## src/rtl/mem_stage_sb_pkg.sv

```systemverilog
// Shared types for the memory stage with store buffer: FSM encoding,
// buffered-store entry layout and the default buffer depth.
package mem_stage_sb_pkg;

    localparam int SB_DEPTH_DEFAULT = 4;
    localparam int SB_XLEN          = 32;

    typedef enum logic [1:0] {
        MEM_IDLE    = 2'd0,
        MEM_DRAIN   = 2'd1,
        MEM_LD_WAIT = 2'd2
    } mem_fsm_e;

    typedef struct packed {
        logic [SB_XLEN-1:0] addr;
        logic [SB_XLEN-1:0] data;
    } sb_entry_t;

endpackage

```

## src/rtl/mem_stage_sb_store_buffer.sv

```systemverilog
// Circular store FIFO with a parallel word-address search; the youngest
// matching entry supplies forwarded load data.
module mem_stage_sb_store_buffer #(
    parameter int XLEN     = 32,
    parameter int SB_DEPTH = 4
) (
    input  logic                      clk_i,
    input  logic                      rst_ni,
    input  logic                      push_i,
    input  logic [XLEN-1:0]           push_addr_i,
    input  logic [XLEN-1:0]           push_data_i,
    input  logic                      pop_i,
    output logic [XLEN-1:0]           head_addr_o,
    output logic [XLEN-1:0]           head_data_o,
    input  logic [XLEN-1:0]           lookup_addr_i,
    output logic                      hit_o,
    output logic [XLEN-1:0]           hit_data_o,
    output logic [$clog2(SB_DEPTH):0] count_o
);

    localparam int PTR_W = $clog2(SB_DEPTH);
    localparam int CNT_B = PTR_W + 1;

    logic [XLEN-1:0]  addr_q [SB_DEPTH];
    logic [XLEN-1:0]  data_q [SB_DEPTH];
    logic [PTR_W-1:0] wr_ptr_q, rd_ptr_q, idx;
    logic [CNT_B-1:0] count_q;

    always_ff @(posedge clk_i) begin
        if (!rst_ni) begin
            wr_ptr_q <= '0;
            rd_ptr_q <= '0;
            count_q  <= '0;
        end else begin
            if (push_i) wr_ptr_q <= wr_ptr_q + PTR_W'(1);
            if (pop_i)  rd_ptr_q <= rd_ptr_q + PTR_W'(1);
            case ({push_i, pop_i})
                2'b10:   count_q <= count_q + CNT_B'(1);
                2'b01:   count_q <= count_q - CNT_B'(1);
                default: count_q <= count_q;
            endcase
        end
    end

    always_ff @(posedge clk_i) begin
        if (push_i) begin
            addr_q[wr_ptr_q] <= push_addr_i;
            data_q[wr_ptr_q] <= push_data_i;
        end
    end

    // Walk oldest to youngest so the last match found is the youngest store.
    always_comb begin
        hit_o      = 1'b0;
        hit_data_o = '0;
        idx        = '0;
        for (int i = 0; i < SB_DEPTH; i++) begin
            idx = rd_ptr_q + PTR_W'(i);
            if ((CNT_B'(i) < count_q) &&
                (addr_q[idx][XLEN-1:2] == lookup_addr_i[XLEN-1:2])) begin
                hit_o      = 1'b1;
                hit_data_o = data_q[idx];
            end
        end
    end

    assign head_addr_o = addr_q[rd_ptr_q];
    assign head_data_o = data_q[rd_ptr_q];
    assign count_o     = count_q;

endmodule

```

## src/rtl/mem_stage_sb.sv

```systemverilog
// Memory stage: MEM/WB register, store buffer with background drain to the
// L1 data cache, load forwarding from buffered stores, and event counters.
module mem_stage_sb
    import mem_stage_sb_pkg::*;
#(
    parameter int XLEN     = 32,
    parameter int SB_DEPTH = SB_DEPTH_DEFAULT,
    parameter int CNT_W    = 32
) (
    input  logic            clk_i,
    input  logic            rst_ni,
    input  logic            enable_i,
    input  logic            reset_i,
    input  logic [XLEN-1:0] alu_mem_i,
    input  logic [XLEN-1:0] rs2_mem_i,
    input  logic [XLEN-1:0] pc4_mem_i,
    input  logic [XLEN-1:0] inst_mem_i,
    input  logic            MemRW_mem_i,
    input  logic            Valid_cpu2cache_mem_i,
    input  logic            stall_by_icache_i,
    input  logic [1:0]      WBSel_mem_i,
    input  logic            RegWEn_mem_i,
    input  logic [4:0]      rsW_mem_i,
    output logic            dc_req_valid_o,
    output logic            dc_req_rw_o,
    output logic [XLEN-1:0] dc_req_addr_o,
    output logic [XLEN-1:0] dc_req_data_o,
    input  logic            dc_resp_valid_i,
    input  logic [XLEN-1:0] dc_resp_data_i,
    output logic [XLEN-1:0] alu_wb_o,
    output logic [XLEN-1:0] pc4_wb_o,
    output logic [XLEN-1:0] mem_wb_o,
    output logic [XLEN-1:0] inst_wb_o,
    output logic [1:0]      WBSel_wb_o,
    output logic            RegWEn_wb_o,
    output logic [4:0]      rsW_wb_o,
    output logic            stall_by_dcache_o,
    output logic            sb_empty_o,
    output logic [CNT_W-1:0] no_ld_o,
    output logic [CNT_W-1:0] no_st_o,
    output logic [CNT_W-1:0] no_fwd_o,
    output logic [CNT_W-1:0] no_stall_o,
    output mem_fsm_e        dbg_state_o
);

    localparam int SBC_W = $clog2(SB_DEPTH) + 1;

    mem_fsm_e         state_q, state_d;
    logic             op, is_st, is_ld, sb_full, sb_push, sb_pop, sb_hit;
    logic             ld_hit, ld_miss, ld_resp, ld_done;
    logic [XLEN-1:0]  head_addr, head_data, hit_data, ld_addr_q;
    logic [SBC_W-1:0] sb_count;

    assign op      = Valid_cpu2cache_mem_i & ~stall_by_icache_i;
    assign is_st   = op & MemRW_mem_i;
    assign is_ld   = op & ~MemRW_mem_i;
    // A same-cycle pop is not counted as free space: fullness uses the current count.
    assign sb_full = (sb_count == SBC_W'(SB_DEPTH));
    assign sb_push = is_st & ~sb_full;
    assign sb_pop  = (state_q == MEM_DRAIN) & dc_resp_valid_i;
    assign ld_hit  = is_ld & sb_hit;
    assign ld_miss = is_ld & ~sb_hit;
    assign ld_resp = (state_q == MEM_LD_WAIT) & dc_resp_valid_i;
    assign ld_done = ld_hit | (ld_miss & ld_resp);

    assign stall_by_dcache_o = (is_st & sb_full) | (ld_miss & ~ld_resp);
    assign sb_empty_o        = (sb_count == '0);
    assign dbg_state_o       = state_q;

    mem_stage_sb_store_buffer #(.XLEN(XLEN), .SB_DEPTH(SB_DEPTH)) u_sb (
        .clk_i        (clk_i),
        .rst_ni       (rst_ni),
        .push_i       (sb_push),
        .push_addr_i  (alu_mem_i),
        .push_data_i  (rs2_mem_i),
        .pop_i        (sb_pop),
        .head_addr_o  (head_addr),
        .head_data_o  (head_data),
        .lookup_addr_i(alu_mem_i),
        .hit_o        (sb_hit),
        .hit_data_o   (hit_data),
        .count_o      (sb_count)
    );

    always_ff @(posedge clk_i) begin
        if (!rst_ni) state_q <= MEM_IDLE;
        else         state_q <= state_d;
    end

    // Loads win over draining; an in-flight drain always runs to its response.
    always_comb begin
        state_d = state_q;
        unique case (state_q)
            MEM_IDLE: begin
                if (ld_miss)              state_d = MEM_LD_WAIT;
                else if (sb_count != '0)  state_d = MEM_DRAIN;
            end
            MEM_DRAIN:   if (dc_resp_valid_i) state_d = MEM_IDLE;
            MEM_LD_WAIT: if (dc_resp_valid_i) state_d = MEM_IDLE;
            default:     state_d = MEM_IDLE;
        endcase
    end

    always_comb begin
        dc_req_valid_o = 1'b0;
        dc_req_rw_o    = 1'b0;
        dc_req_addr_o  = '0;
        dc_req_data_o  = '0;
        unique case (state_q)
            MEM_DRAIN: begin
                dc_req_valid_o = 1'b1;
                dc_req_rw_o    = 1'b1;
                dc_req_addr_o  = head_addr;
                dc_req_data_o  = head_data;
            end
            MEM_LD_WAIT: begin
                dc_req_valid_o = 1'b1;
                dc_req_addr_o  = ld_addr_q;
            end
            default: ;
        endcase
    end

    always_ff @(posedge clk_i) begin
        if (!rst_ni)
            ld_addr_q <= '0;
        else if ((state_q == MEM_IDLE) && (state_d == MEM_LD_WAIT))
            ld_addr_q <= alu_mem_i;
    end

    always_ff @(posedge clk_i) begin
        if (!rst_ni || (enable_i && reset_i)) begin
            alu_wb_o    <= '0;
            pc4_wb_o    <= '0;
            mem_wb_o    <= '0;
            inst_wb_o   <= '0;
            WBSel_wb_o  <= '0;
            RegWEn_wb_o <= 1'b0;
            rsW_wb_o    <= '0;
        end else if (enable_i) begin
            alu_wb_o    <= alu_mem_i;
            pc4_wb_o    <= pc4_mem_i;
            mem_wb_o    <= ld_hit ? hit_data : dc_resp_data_i;
            inst_wb_o   <= inst_mem_i;
            WBSel_wb_o  <= WBSel_mem_i;
            RegWEn_wb_o <= RegWEn_mem_i;
            rsW_wb_o    <= rsW_mem_i;
        end
    end

    // Counters saturate at all-ones.
    always_ff @(posedge clk_i) begin
        if (!rst_ni) begin
            no_ld_o    <= '0;
            no_st_o    <= '0;
            no_fwd_o   <= '0;
            no_stall_o <= '0;
        end else begin
            if (ld_done && !(&no_ld_o))              no_ld_o    <= no_ld_o + CNT_W'(1);
            if (sb_push && !(&no_st_o))              no_st_o    <= no_st_o + CNT_W'(1);
            if (ld_hit && !(&no_fwd_o))              no_fwd_o   <= no_fwd_o + CNT_W'(1);
            if (stall_by_dcache_o && !(&no_stall_o)) no_stall_o <= no_stall_o + CNT_W'(1);
        end
    end

endmodule

```

## config.mk

```make
export PLATFORM = sky130hd
export DESIGN_NAME = mem_stage_sb
export DESIGN_NICKNAME = d
export VERILOG_FILES = /design/src/rtl/mem_stage_sb_pkg.sv /design/src/rtl/mem_stage_sb_store_buffer.sv /design/src/rtl/mem_stage_sb.sv
export SDC_FILE = /design/constraint.sdc
export NUM_CORES = 1
export LEC_CHECK = 0
export BUFFER_PORTS_ARGS = -buffer_cell sky130_fd_sc_hd__buf_2
export CAP_MARGIN = 20
export CORE_ASPECT_RATIO = 0.75
export CORE_UTILIZATION = 51
export CTS_CLUSTER_SIZE = 40
export DETAILED_ROUTE_END_ITERATION = 10
export PLACE_DENSITY = 0.71
export SETUP_SLACK_MARGIN = 0.05
export SLEW_MARGIN = 20
export SYNTH_ARGS = -nofsm -noshare
export SYNTH_HDL_FRONTEND = slang
export SYNTH_SLANG_ARGS = --single-unit
```

## constraint.sdc

```tcl
create_clock -name clk_i -period 5.4 [get_ports clk_i]
set_input_delay 1.08 -clock clk_i [delete_from_list [all_inputs] [get_ports clk_i]]
set_output_delay 1.08 -clock clk_i [all_outputs]
set_load 0.05 [all_outputs]
```

==> results.cfg <==
[final_layout]
fin_area_sq_mm = 0.03645
final_common_cell = buf_2
nets = 3462
post-route-util = 0.6162
area_growth_pct = 18.87
layout.cells.most_common_list = buf_2, mux2i_1, dfxtp_1
multi_input_area_sq_mm = 0.01594
finalNonFillerCells = 4120
regArea_sq_mm = 0.01385
nFillCells = 4848
drive_above_1_share = 0.2801

[drt]
wire_per_inst_um = 26.11
drt_iter0_markers = 2552
wl_um = 107600
drc = 0
viasPerCell = 6.319
first_pass_iters = 6
vias = 26030
antenna_left = 0

[synth]
synth_seq_area_share = 0.4511
netlist_instances = 2808
synth_xor_area_frac = 0.04684
synth_area_sq_mm = 0.03066
synth_area_leader_cell = edfxtp_1
avgSynthCellArea_sq_um = 10.92
synth_fa_ha_area_frac = 0.006937
synth_top_family_by_area = multiplexers
ys_async_sr_fraction = 0
synth_top_area_frac = 0.2507
yosys_warnings = 0
syn_nets = 3001
synth_area_leaders = edfxtp_1, dfxtp_1, mux2i_1
synthMuxAreaShare = 0.2181
ys.flop_type = dfxtp_1
synth_compound_area_frac = 0.09221
synth-seq-cells = 563
yosysUniqueCellTypes = 73
synth-simple-area-share = 0.1488
synth-edff-count = 256

[critical_path]
cp-end-kind = output port
r2r_cells = 14
path_max_fanout = 8
critical_path_class = flip-flop to output port
crit_path_start_kind = flip-flop
reg2reg_from = u_sb.rd_ptr_q[0]
regToRegSetupSlack_ns = 0.74
arrival_ns = 4.17
worstReg2RegEnd = no_ld_o[19]
crit_required_ns = 4.32

[timing]
finalCritPeriodShare = 0.9725
final-hold-violation-count = 0
setup_viol = 0
worst_slew_pin_slew_ns = 1.039
clock.fmax_ghz = 0.1904
clock_skew_ns = 0.02951
relSlewSlack = 0.3075
fin_setup_tns_ns = 0
layout_setup_ws_ns = 0.1483
min_period_ns = 5.252
slew_viol_final = 0
timing.hold.ws_ns = 0.4648
rsz0062_at_grt = no

[clock_network]
h-tree-depth = 2
ctsHoldBuffers = 0
clock_sinks = 563
clockBufferDepth = 3
cts-buffers-inserted = 57
clk_pin_slew_worst_paths_ns = 0.06
cts_tree = done
cts_root_buf = clkbuf_16
clk_latency_ns = 0.63

[power_and_ir_drop]
leakagePower_nw = 13.86
p_total_mw = 10.24
power_density_mw_per_mm2 = 281.0
ir_drop_mv = 0.2862

[die]
start_util = 0.5184
fp.dieW_um = 285.1
core-area_sq_mm = 0.05915
die_y_um = 214.4
rows = 77
io_pins = 510
dieArea_sq_mm = 0.06112

[grt]
grt_max_degree = 104
grt_util_all_layers = 0.3415
antenna_found_initial = 17
grt_first_pass_wirelength_um = 159100
gr-total-overflow = 0
grt_pass1_vias = 24980

[place]
place_ws_ns = 0.3440
dp_hpwl_um = 75680
place_area_sq_mm = 0.03412
io_buffers = 509
gp_congestion = 1.016
place_inst = 3977

[hold_path]
hold_path.startpoint = ld_addr_q[17]
hold_depth = 2
min_to = ld_addr_q[17]
hp-class = flip-flop to flip-flop

[flow_run]
drv_cap = 0

[status]
run_status = completed
## worst max-delay path, cell delays in order (launching register included)
cell and delay [ns]:
dfxtp_4 0.49, mux2_2 0.41, a222oi_1 0.51, a22oi_2 0.25, or4_1 0.57, or3_1 0.38
nand4bb_1 0.24, and4b_1 0.28, a21o_1 0.22, buf_6 0.17
## registers in the layout, summed over array words and instances, names as in the netlist, named ones only
name           count
u_sb.addr_q      128
u_sb.data_q      128
alu_wb_o          32
inst_wb_o         32
ld_addr_q         32
mem_wb_o          32
no_fwd_o          32
no_ld_o           32
no_st_o           32
no_stall_o        32
pc4_wb_o          32
rsW_wb_o           5
u_sb.count_o       3
WBSel_wb_o         2
dbg_state_o        2
u_sb.rd_ptr_q      2
u_sb.wr_ptr_q      2
RegWEn_wb_o        1
## what timing repair did
action,CTS,global route
resized for setup,20,5
setup endpoints to repair,1,1
cloned,1,0
pin swaps,4,0
buffers inserted,21,1
## how the worst max path moves through the flow
stage                              to  cells after the start
global route        stall_by_dcache_o                     11
floorplan           stall_by_dcache_o                      9
global placement    stall_by_dcache_o                     10
finish              stall_by_dcache_o                      9
CTS                 stall_by_dcache_o                     12
detailed placement  stall_by_dcache_o                     10
## synthesized netlist by cell type, types with 10 or more instances
| library cell | instances |
|---|---|
| mux2i_1 | 334 |
| dfxtp_1 | 307 |
| edfxtp_1 | 256 |
| nand2_1 | 211 |
| nor2_1 | 178 |
| clkbuf_1 | 142 |
| xnor2_1 | 140 |
| mux4_2 | 128 |
| and2_1 | 100 |
| nand3_1 | 100 |
| o21ai_0 | 97 |
| a21oi_1 | 51 |
| nand4_1 | 46 |
| nand2b_1 | 44 |
| nor2b_1 | 43 |
| mux2_2 | 41 |
| and3_1 | 39 |
| o211ai_1 | 38 |
| buf_1 | 37 |
| inv_1 | 37 |
| a211oi_1 | 36 |
| a2bb2oi_1 | 36 |
| buf_2 | 30 |
| nor4_1 | 30 |
| a22oi_1 | 29 |
| xor2_1 | 24 |
| nor3_1 | 22 |
| a21boi_0 | 19 |
| or4_1 | 18 |
| and4_1 | 17 |
| ha_1 | 17 |
| or3_1 | 17 |
| o31ai_1 | 15 |
| o311ai_0 | 12 |
| o41ai_1 | 12 |
| a21boi_1 | 10 |
## metal layers
| layer | routed length (um) | vias to the layer above | GRT usage |
|---|---|---|---|
| li1 | - | 11410 | - |
| met1 | 45210 | 13020 | 0.4879 |
| met2 | 47800 | 1418 | 0.5140 |
| met3 | 11780 | 179 | 0.08585 |
| met4 | 2725 | 10 | 0.09465 |
| met5 | 66 | - | 0 |
## area by class of cell
class,instances,share of cell area
Clock inverter,19,0.003364
Sequential cell,563,0.3799
Inverter,39,0.004016
Clock buffer,88,0.04854
Tap cell,790,0.02712
Multi-Input combinational cell,1982,0.4374
Timing Repair Buffer,626,0.09875
Antenna cell,13,0.0008925
## power breakdown
| group | switching, mW | internal (mW) |
|---|---|---|
| clock network | 1.71 | 2.30 |
| logic | 1.04 | 0.557 |
| registers | 0.0832 | 4.56 |
| total | 2.83 | 7.41 |
## cell families (layout without fill, tap and decap cells)
kind of cell / Yosys count / count (layout)
other: 0 / 13
buffers and inverters: 263 / 772
multiplexers: 503 / 503
AO/OA/AOI/OAI: 409 / 409
AND/OR/NAND/NOR: 889 / 889
flip-flops: 563 / 563
adder cells (fa/ha/maj): 17 / 17
XOR/XNOR: 164 / 164
(Power assumes the default switching activity.)
